==> src/rtl/sdspi_byte_engine.sv <==
// SD-card SPI byte shifter: mode-0 SCK/MOSI/CS_n generation, MISO byte capture.
// Optional macro SDSPI_MISO_SYNC_EN: two-flop MISO synchronizer, completion delayed 2 cycles.
module sdspi_byte_engine #(
  parameter int SPDBITS = 7
) (
  input  logic               i_clk,
  input  logic               i_reset,
  input  logic [SPDBITS-1:0] i_cfg_spd,
  input  logic               i_cs,
  input  logic               i_stb,
  input  logic [7:0]         i_byte,
  output logic               o_busy,
  output logic               o_stb,
  output logic [7:0]         o_byte,
  output logic               o_cs_n,
  output logic               o_sck,
  output logic               o_mosi,
  input  logic               i_miso
);

  typedef enum logic [1:0] {ST_IDLE, ST_SHIFT, ST_DRAIN} state_e;

  state_e             state_q, state_d;
  logic [SPDBITS-1:0] spd_q, spd_d, cnt_q, cnt_d;
  logic [6:0]         tx_q, tx_d;
  logic [7:0]         rx_q, rx_d, byte_q, byte_d;
  logic [4:0]         tog_q, tog_d;
  logic               sck_q, sck_d, mosi_q, mosi_d, cs_n_q, cs_n_d, stb_q, stb_d;
  logic               samp_now, samp_en, samp_bit;

  // Next edge is a rising SCK toggle (toggle count even before the toggle).
  assign samp_now = (state_q == ST_SHIFT) && (cnt_q == '0) && !tog_q[0];

`ifdef SDSPI_MISO_SYNC_EN
  logic [1:0] miso_q, samp_q;
  logic       drn_q, drn_d;

  always_ff @(posedge i_clk or posedge i_reset) begin
    if (i_reset) begin
      miso_q <= '0;
      samp_q <= '0;
      drn_q  <= 1'b0;
    end else begin
      miso_q <= {miso_q[0], i_miso};
      samp_q <= {samp_q[0], samp_now};
      drn_q  <= drn_d;
    end
  end

  assign samp_en  = samp_q[1];
  assign samp_bit = miso_q[1];
`else
  assign samp_en  = samp_now;
  assign samp_bit = i_miso;
`endif

  always_ff @(posedge i_clk or posedge i_reset) begin
    if (i_reset) begin
      state_q <= ST_IDLE;
      spd_q   <= '0;
      cnt_q   <= '0;
      tx_q    <= '0;
      rx_q    <= '0;
      byte_q  <= '0;
      tog_q   <= '0;
      sck_q   <= 1'b0;
      mosi_q  <= 1'b1;
      cs_n_q  <= 1'b1;
      stb_q   <= 1'b0;
    end else begin
      state_q <= state_d;
      spd_q   <= spd_d;
      cnt_q   <= cnt_d;
      tx_q    <= tx_d;
      rx_q    <= rx_d;
      byte_q  <= byte_d;
      tog_q   <= tog_d;
      sck_q   <= sck_d;
      mosi_q  <= mosi_d;
      cs_n_q  <= cs_n_d;
      stb_q   <= stb_d;
    end
  end

  always_comb begin
    state_d = state_q;
    spd_d   = spd_q;
    cnt_d   = cnt_q;
    tx_d    = tx_q;
    rx_d    = rx_q;
    byte_d  = byte_q;
    tog_d   = tog_q;
    sck_d   = sck_q;
    mosi_d  = mosi_q;
    cs_n_d  = cs_n_q;
    stb_d   = 1'b0;
`ifdef SDSPI_MISO_SYNC_EN
    drn_d   = drn_q;
`endif
    if (samp_en) rx_d = {rx_q[6:0], samp_bit};
    case (state_q)
      ST_IDLE: begin
        if (i_stb) begin
          state_d = ST_SHIFT;
          spd_d   = i_cfg_spd;
          cnt_d   = i_cfg_spd;
          tx_d    = i_byte[6:0];
          mosi_d  = i_byte[7];
          tog_d   = '0;
          rx_d    = '0;
        end else begin
          // CS only follows the request between bytes, so mid-byte changes wait.
          cs_n_d = !i_cs;
        end
      end
      ST_SHIFT: begin
        if (cnt_q == '0) begin
          cnt_d = spd_q;
          sck_d = !sck_q;
          tog_d = tog_q + 5'd1;
          if (tog_q == 5'd15) begin
            mosi_d  = 1'b1;
`ifdef SDSPI_MISO_SYNC_EN
            state_d = ST_DRAIN;
            drn_d   = 1'b0;
`else
            state_d = ST_IDLE;
            stb_d   = 1'b1;
            byte_d  = rx_q;
`endif
          end else if (tog_q[0]) begin
            mosi_d = tx_q[6];
            tx_d   = {tx_q[5:0], 1'b0};
          end
        end else begin
          cnt_d = cnt_q - SPDBITS'(1);
        end
      end
`ifdef SDSPI_MISO_SYNC_EN
      ST_DRAIN: begin
        // Wait out the synchronizer so the last MISO bit lands before the strobe.
        if (drn_q) begin
          state_d = ST_IDLE;
          stb_d   = 1'b1;
          byte_d  = rx_q;
        end else begin
          drn_d = 1'b1;
        end
      end
`endif
      default: state_d = ST_IDLE;
    endcase
  end

  assign o_busy = (state_q != ST_IDLE);
  assign o_stb  = stb_q;
  assign o_byte = byte_q;
  assign o_cs_n = cs_n_q;
  assign o_sck  = sck_q;
  assign o_mosi = mosi_q;

endmodule

==> config.mk <==
export PLATFORM = sky130hd
export DESIGN_NAME = sdspi_byte_engine
export DESIGN_NICKNAME = d
export VERILOG_FILES = /design/src/rtl/sdspi_byte_engine.sv
export SDC_FILE = /design/constraint.sdc
export NUM_CORES = 1
export LEC_CHECK = 0
export ABC_CLOCK_PERIOD_IN_PS = 3500
export BUFFER_PORTS_ARGS = -buffer_cell sky130_fd_sc_hd__buf_4
export CORE_MARGIN = 8
export CORE_UTILIZATION = 45
export CTS_CLUSTER_SIZE = 28
export DETAILED_ROUTE_END_ITERATION = 16
export MAX_ROUTING_LAYER = met4
export PLACE_DENSITY_LB_ADDON = 0.3
export SLEW_MARGIN = 15
export SYNTH_ARGS = -nofsm -noshare
export SYNTH_HDL_FRONTEND = slang
export SYNTH_SLANG_ARGS = --single-unit
==> constraint.sdc <==
create_clock -name i_clk -period 3.5 [get_ports i_clk]
set_input_delay 0.35 -clock i_clk [delete_from_list [all_inputs] [get_ports i_clk]]
set_output_delay 0.35 -clock i_clk [all_outputs]
set_load 0.02 [all_outputs]
# Word-level counts from Yosys, hierarchy flattened
# Index checks and enable logic that the tools add are counted.
dict set report classes {
  addsub 2
  n_mul 0
  n_div 0
  magnitude_cmp 0
  n_eq_ne 8
  shift 0
  mux 26
  n_bitwise 1
  n_reduce_logical 18
}
# cell count
set op_table {}
lappend op_table {{$mux W7} 6}
lappend op_table {{$pmux W7 S2} 2}
lappend op_table {{$mux W8} 3}
lappend op_table {{$mux W5} 2}
lappend op_table {{$pmux W5 S2} 1}
lappend op_table {{$reduce_and A3 Y1} 3}
lappend op_table {{$reduce_and A2 Y1} 4}
lappend op_table {{$logic_not A7 Y1} 1}
lappend op_table {{$mux W1} 7}
lappend op_table {{$sub A7 B1 Y7 const B} 1}
lappend op_table {{$mux W2} 3}
lappend op_table {{$ne A2 B2 Y1 const B} 3}
lappend op_table {{$add A5 B1 Y5 const B} 1}
lappend op_table {{$eq A5 B4 Y1 const B} 1}
lappend op_table {{$reduce_and A5 Y1} 1}
lappend op_table {{$ne A2 B1 Y1 const B} 2}
lappend op_table {{$pmux W2 S2} 1}
lappend op_table {{$reduce_and A4 Y1} 1}
lappend op_table {{$reduce_bool A2 Y1} 2}
lappend op_table {{$logic_not A1 Y1} 3}
lappend op_table {{$ne A3 B2 Y1 const B} 1}
lappend op_table {{$eq A2 B1 Y1 const B} 1}
lappend op_table {{$logic_and A1 B1 Y1} 2}
lappend op_table {{$logic_not A2 Y1} 1}
lappend op_table {{other kinds (2)} 2}
dict set report totals {
  ff_bits 48
  latch_bits 0
  mem_bits_rw 0
  rom_bits 0
  inputBits 20
  out_inout_bits 13
  wordCells 66
  n_memories 0
}

# Longest topological paths before layout
dict set report depth {
  word_depth 6
  mapped_depth 6
  depth_no_buf 6
}

# Worst setup path after synthesis
# OpenSTA, ideal clock, no wires.
dict set report synth_timing {
  kind {reg-to-reg}
  startpoint {register tog_q[1]}
  endpoint {register tx_q[1]}
  setup_ps 82
  arrival_time_ps 1861
  path_slack_ps 1557
  path_stages_with_launch 7
  period_less_slack_ps 1943
  path_cell_list {dfrtp_1 > ha_1 > and3_1 > ha_1 > nor4bb_1 > nand3_1 > a31oi_1}
}
dict set report synth_between {
  elab_chain_cells 3
}
# element line_no
set synth_rtl {}
lappend synth_rtl {{from (decl)} 27} ;# logic [4:0] tog_q, tog_d;
lappend synth_rtl {{from (signal assigned)} 77} ;# tog_q <= tog_d;
lappend synth_rtl {{$eq A5 B4 Y1} 121} ;# if (tog_q == 5'd15) begin
lappend synth_rtl {{$ne A2 B2 Y1 (no source line)} n/a}
lappend synth_rtl {{$reduce_and A5 Y1 (no source line)} n/a}
lappend synth_rtl {{to (signal assigned)} 74} ;# tx_q <= tx_d;
lappend synth_rtl {{to (decl)} 25} ;# logic [6:0] tx_q, tx_d;
# No other way between the ends.
# A chain may end at the register's enable or synchronous reset.

# Worst setup path after layout
dict set report layout_timing {
  startpoint {register tog_q[0]}
  endpoint {register tx_q[6]}
}
dict set report layout_between {
  elab_chain_cells 3
}
# element line_no
set layout_rtl {}
lappend layout_rtl {{$eq A5 B4 Y1} 121}
lappend layout_rtl {{$ne A2 B2 Y1 (no source line)} n/a}
lappend layout_rtl {{$reduce_and A5 Y1 (no source line) (*)} n/a}
# Mark *: on every way between the ends. The rest lies on a longest branch, timed or not.

==> summary.md <==
| Metric | Value |
|---|---|
| Outcome | `complete, no violations` |
| VDD IR max | `between 0.2 and 0.3 mV` |
| Final WL | `around 5.6 mm` |
| Layout fillers | `between 400 and 500` |
| Reg2reg start | `tog_q[0]` |
| # IOs | `33` |
| # resized after CTS | `0` |
| Max Slew Vio Count | `0` |
| DR vias/cell | `around 5.8` |
| Sink Count | `47` |
| Tcrit/Tclk final | `approximately 69%` |
| Reg2reg end | `tx_q[6]` |
| Reported max-cap violation count | `0` |
| Worst min-delay path startpoint | `i_cs` |
| Number of H-tree levels | `2` |
| DR iter-0 viols | `137` |
| Clock network power share | `between 10% and 20%` |
| 1st-pass router iterations | `4` |
| Top FF cell, synth | `dfrtp_1` |
| CTS tree | `built` |
| Largest family of logic cells by synthesized area | `simple AND/OR/NAND/NOR gates` |
| Mean Syn Cell Area | `9.68 sq um` |
| Core box area | `between 5000 and 6000 sq um` |
| Fin nets | `300` |
| Cell count after synthesis | `~250` |
| Synth unique cells | `42` |
| R2r setup slk | `between 1000 and 1500 ps` |
| R2R depth | `6` |
| Sequential-to-total area share from yosys stat | `approximately half` |
| Hold endpoint | `o_cs_n` |
| Synth Area in XOR/XNOR | `approximately 1.1%` |
| Final Power | `0.00186 W` |
| Horiz. Die Dim | `about 90 microns` |
| Combinational Power Share | `between 30% and 40%` |
| Leakage | `1.27 nW` |
| Synth warnings | `0` |
| Setup_tns | `0 ps` |
| CTS Buf Count | `5` |
| Initial antenna violation count | `0` |
| P_sw | `roughly 0.0007 W` |
| Mux cell area share after synthesis | `under 10%` |
| Routed len/inst | `roughly 16 microns` |
| Initial Utilization | `a little under half` |
| Min cycle time layout | `between 2000 and 2500 ps` |
| Total GRT Usage | `roughly 15%` |
| WP data required | `~3700 ps` |
| # DRC | `0` |
| Layout area overhead | `15.9%` |
| Synth top area share | `between 40% and 50%` |
| CP Launch Type | `flip-flop` |
| Fraction of layout cells with a size suffix above 1 | `a little over a fifth` |
| CTS Buffer Depth | `2` |
| Post-synthesis adder-cell area fraction | `approximately 2.0%` |
| Dpl ws | `around 1100 ps` |
| Antenna-violating nets left | `0` |
| Worst skew pair latency | `310 ps` |
| GP Congestion | `roughly 0.84` |
| RSZ-0062 raised after global routing | `false` |
| Final Hold Viols | `0` |
| Die footprint | `about 8100 sq um` |
| Total setup buffers inserted after CTS | `0` |
| Reg power frac | `a little under 50%` |
| Crit-path max FO | `11` |
| Worst Hold Class | `input pin to flip-flop` |
| Detailed placement HPWL | `3.65 mm` |
| CP Capture Type | `flip-flop` |
| Cell area power density | `about 650 nW/um^2` |
| Post-synth EDFFs | `0` |
| ANT cells | `0` |
| Synthesized Nets | `between 200 and 300` |
| DR vias | `approximately 2000` |
| Port Buffers | `32` |
| Max frequency | `a little over 400 MHz` |
| Compound-Gate Fraction of Synth Area | `16.4%` |
| Synth area leaders | `dfrtp_1 46%, nand2_1 6.7%, mux2_2 4.6%, o211ai_1 3.7%, nand3_1 3.1%` |
| CTS Hold Bufs | `0` |
| Vias in the first global route | `approximately 1900` |
| Largest net degree at the start of global routing | `between 40 and 50` |
| Root buffer cell | `clkbuf_8` |
| Sw frac | `36.8%` |
| Hold WS | `between 150 and 200 ps` |
| Simple-gate share of the synthesized area | `approximately 21%` |
| Final critical-path setup slack | `about 1100 ps` |
| Synthesized flop and latch total | `47` |
| Clock skew | `between 10 and 15 ps` |
| Post-Syn Area | `2450 sq um` |
| Ys async rst share | `100%` |
| Worst-Margin Slew | `987 ps` |
| Area leader, netlist | `dfrtp_1` |
| Setup-failing EPs final | `0` |
| Gr ovfl total | `0` |
| Min-Delay Path Depth | `2` |
| Worst EP arrival | `about 2600 ps` |
| Die H | `roughly 90 microns` |
| First-pass GRT wire length | `9.61 mm` |
| # rows | `27` |
| Internal Power | `approximately 0.0012 W` |
| Clock transition at path regs | `90 ps` |
| Crit path kind | `flip-flop to flip-flop` |
| Relative slew slack | `34.0%` |
## cell type report
class	count	area (sq um)	area share [%]
clock inverters	1	8.76	0.309
repair buffers	37	278	9.79
clock buffers	7	86.3	3.04
well taps	72	90.1	3.17
multi-input cells	179	1170	41.4
inverters	6	22.5	0.794
flip-flops and latches	47	1180	41.5
## worst max path at each step
stage,from,end,depth (start not counted)
after floorplan,tog_q[1],tx_q[1],6
after global placement,tog_q[0],tx_q[5],6
after detailed placement,tog_q[0],tx_q[6],6
after CTS,tog_q[0],tx_q[6],6
after global routing,tog_q[0],tx_q[6],6
final,tog_q[0],tx_q[6],6
## worst max-delay path: stages, from the launching register on
cell      delay (ps)
dfrtp_1          490
ha_1             260
and3_1           180
ha_1             230
nor4bb_1         810
nand3_1          170
a31oi_1          190
## cells in the mapped netlist, types with 2 or more instances
cell / n
dfrtp_1: 45
nand2b_1: 3
nor3b_1: 2
nand4_1: 10
o211a_1: 2
o311a_1: 2
o21ai_0: 9
ha_1: 4
xnor2_1: 3
nor4bb_1: 2
o221ai_1: 3
mux2i_1: 7
a21oi_1: 4
o311ai_0: 2
nor2b_1: 8
or4_1: 2
nand2_1: 44
dfstp_2: 2
o211ai_1: 12
mux2_2: 10
clkbuf_1: 18
o31ai_1: 2
a31oi_1: 8
nand3_1: 15
nor2_1: 6
inv_1: 5
nor4_1: 2
buf_1: 2
a211oi_1: 6
## logic make-up (layout without fill, tap and decap cells)
| family | Yosys count | after routing |
|---|---|---|
| and+or+nand+nor | 99 | 99 |
| buffers and inverters | 27 | 51 |
| muxes | 17 | 17 |
| xor gates and xnor gates | 3 | 3 |
| DFF | 47 | 47 |
| adders and majority gates | 4 | 4 |
| AOI/OAI and AO/OA | 56 | 56 |
## stage by stage
step                      util (%)  area, sq um  cells
final                         52.8         2840    349
after floorplan                  -         2450    253
after global placement        51.1         2740    341
after CTS                     52.8         2840    349
after global routing          52.8         2840    349
after detailed placement      51.1         2740    341
## power by group through the flow
stage / registers (W) / logic, W / clock network [W]
finish: 0.000902 / 0.000606 / 0.000348
global route: 0.000928 / 0.000683 / 0.000378
CTS: 0.000900 / 0.000611 / 0.000360
detailed placement: 0.000911 / 0.000606 / 0
global placement: 0.000905 / 0.000595 / 0
floorplan: 0.000848 / 0.000492 / 0
## layer usage
layer / track usage [%] / vias up / part of all wire (%)
met4: 6.77 / 0 / 1.9
met2: 21.8 / 58 / 48
li1: - / 975 / -
met5: - / - / 0
met1: 18.7 / 990 / 45
met3: 2.49 / 7 / 4.6
## sequential cells by signal, indices dropped and copies added, names as in the netlist
| signal | count |
|---|---|
| o_mosi | 1 |
| rx_q | 8 |
| cnt_q | 7 |
| spd_q | 7 |
| state_q | 1 |
| tog_q | 5 |
| tx_q | 7 |
| o_byte | 8 |
| o_cs_n | 1 |
| o_stb | 1 |
| o_sck | 1 |
## cell usage in the layout (no fill, tap or decap), drive strengths merged, types with 4 or more instances in the layout
cell	n
mux2	10
ha	4
o211ai	12
a21oi	4
a211oi	6
o21ai	9
dfrtp	45
nand4	10
a31oi	8
nor2	6
mux2i	7
inv	5
nor2b	8
nand2	44
buf	37
clkbuf	7
nand3	15
(Power assumes the default switching activity.)
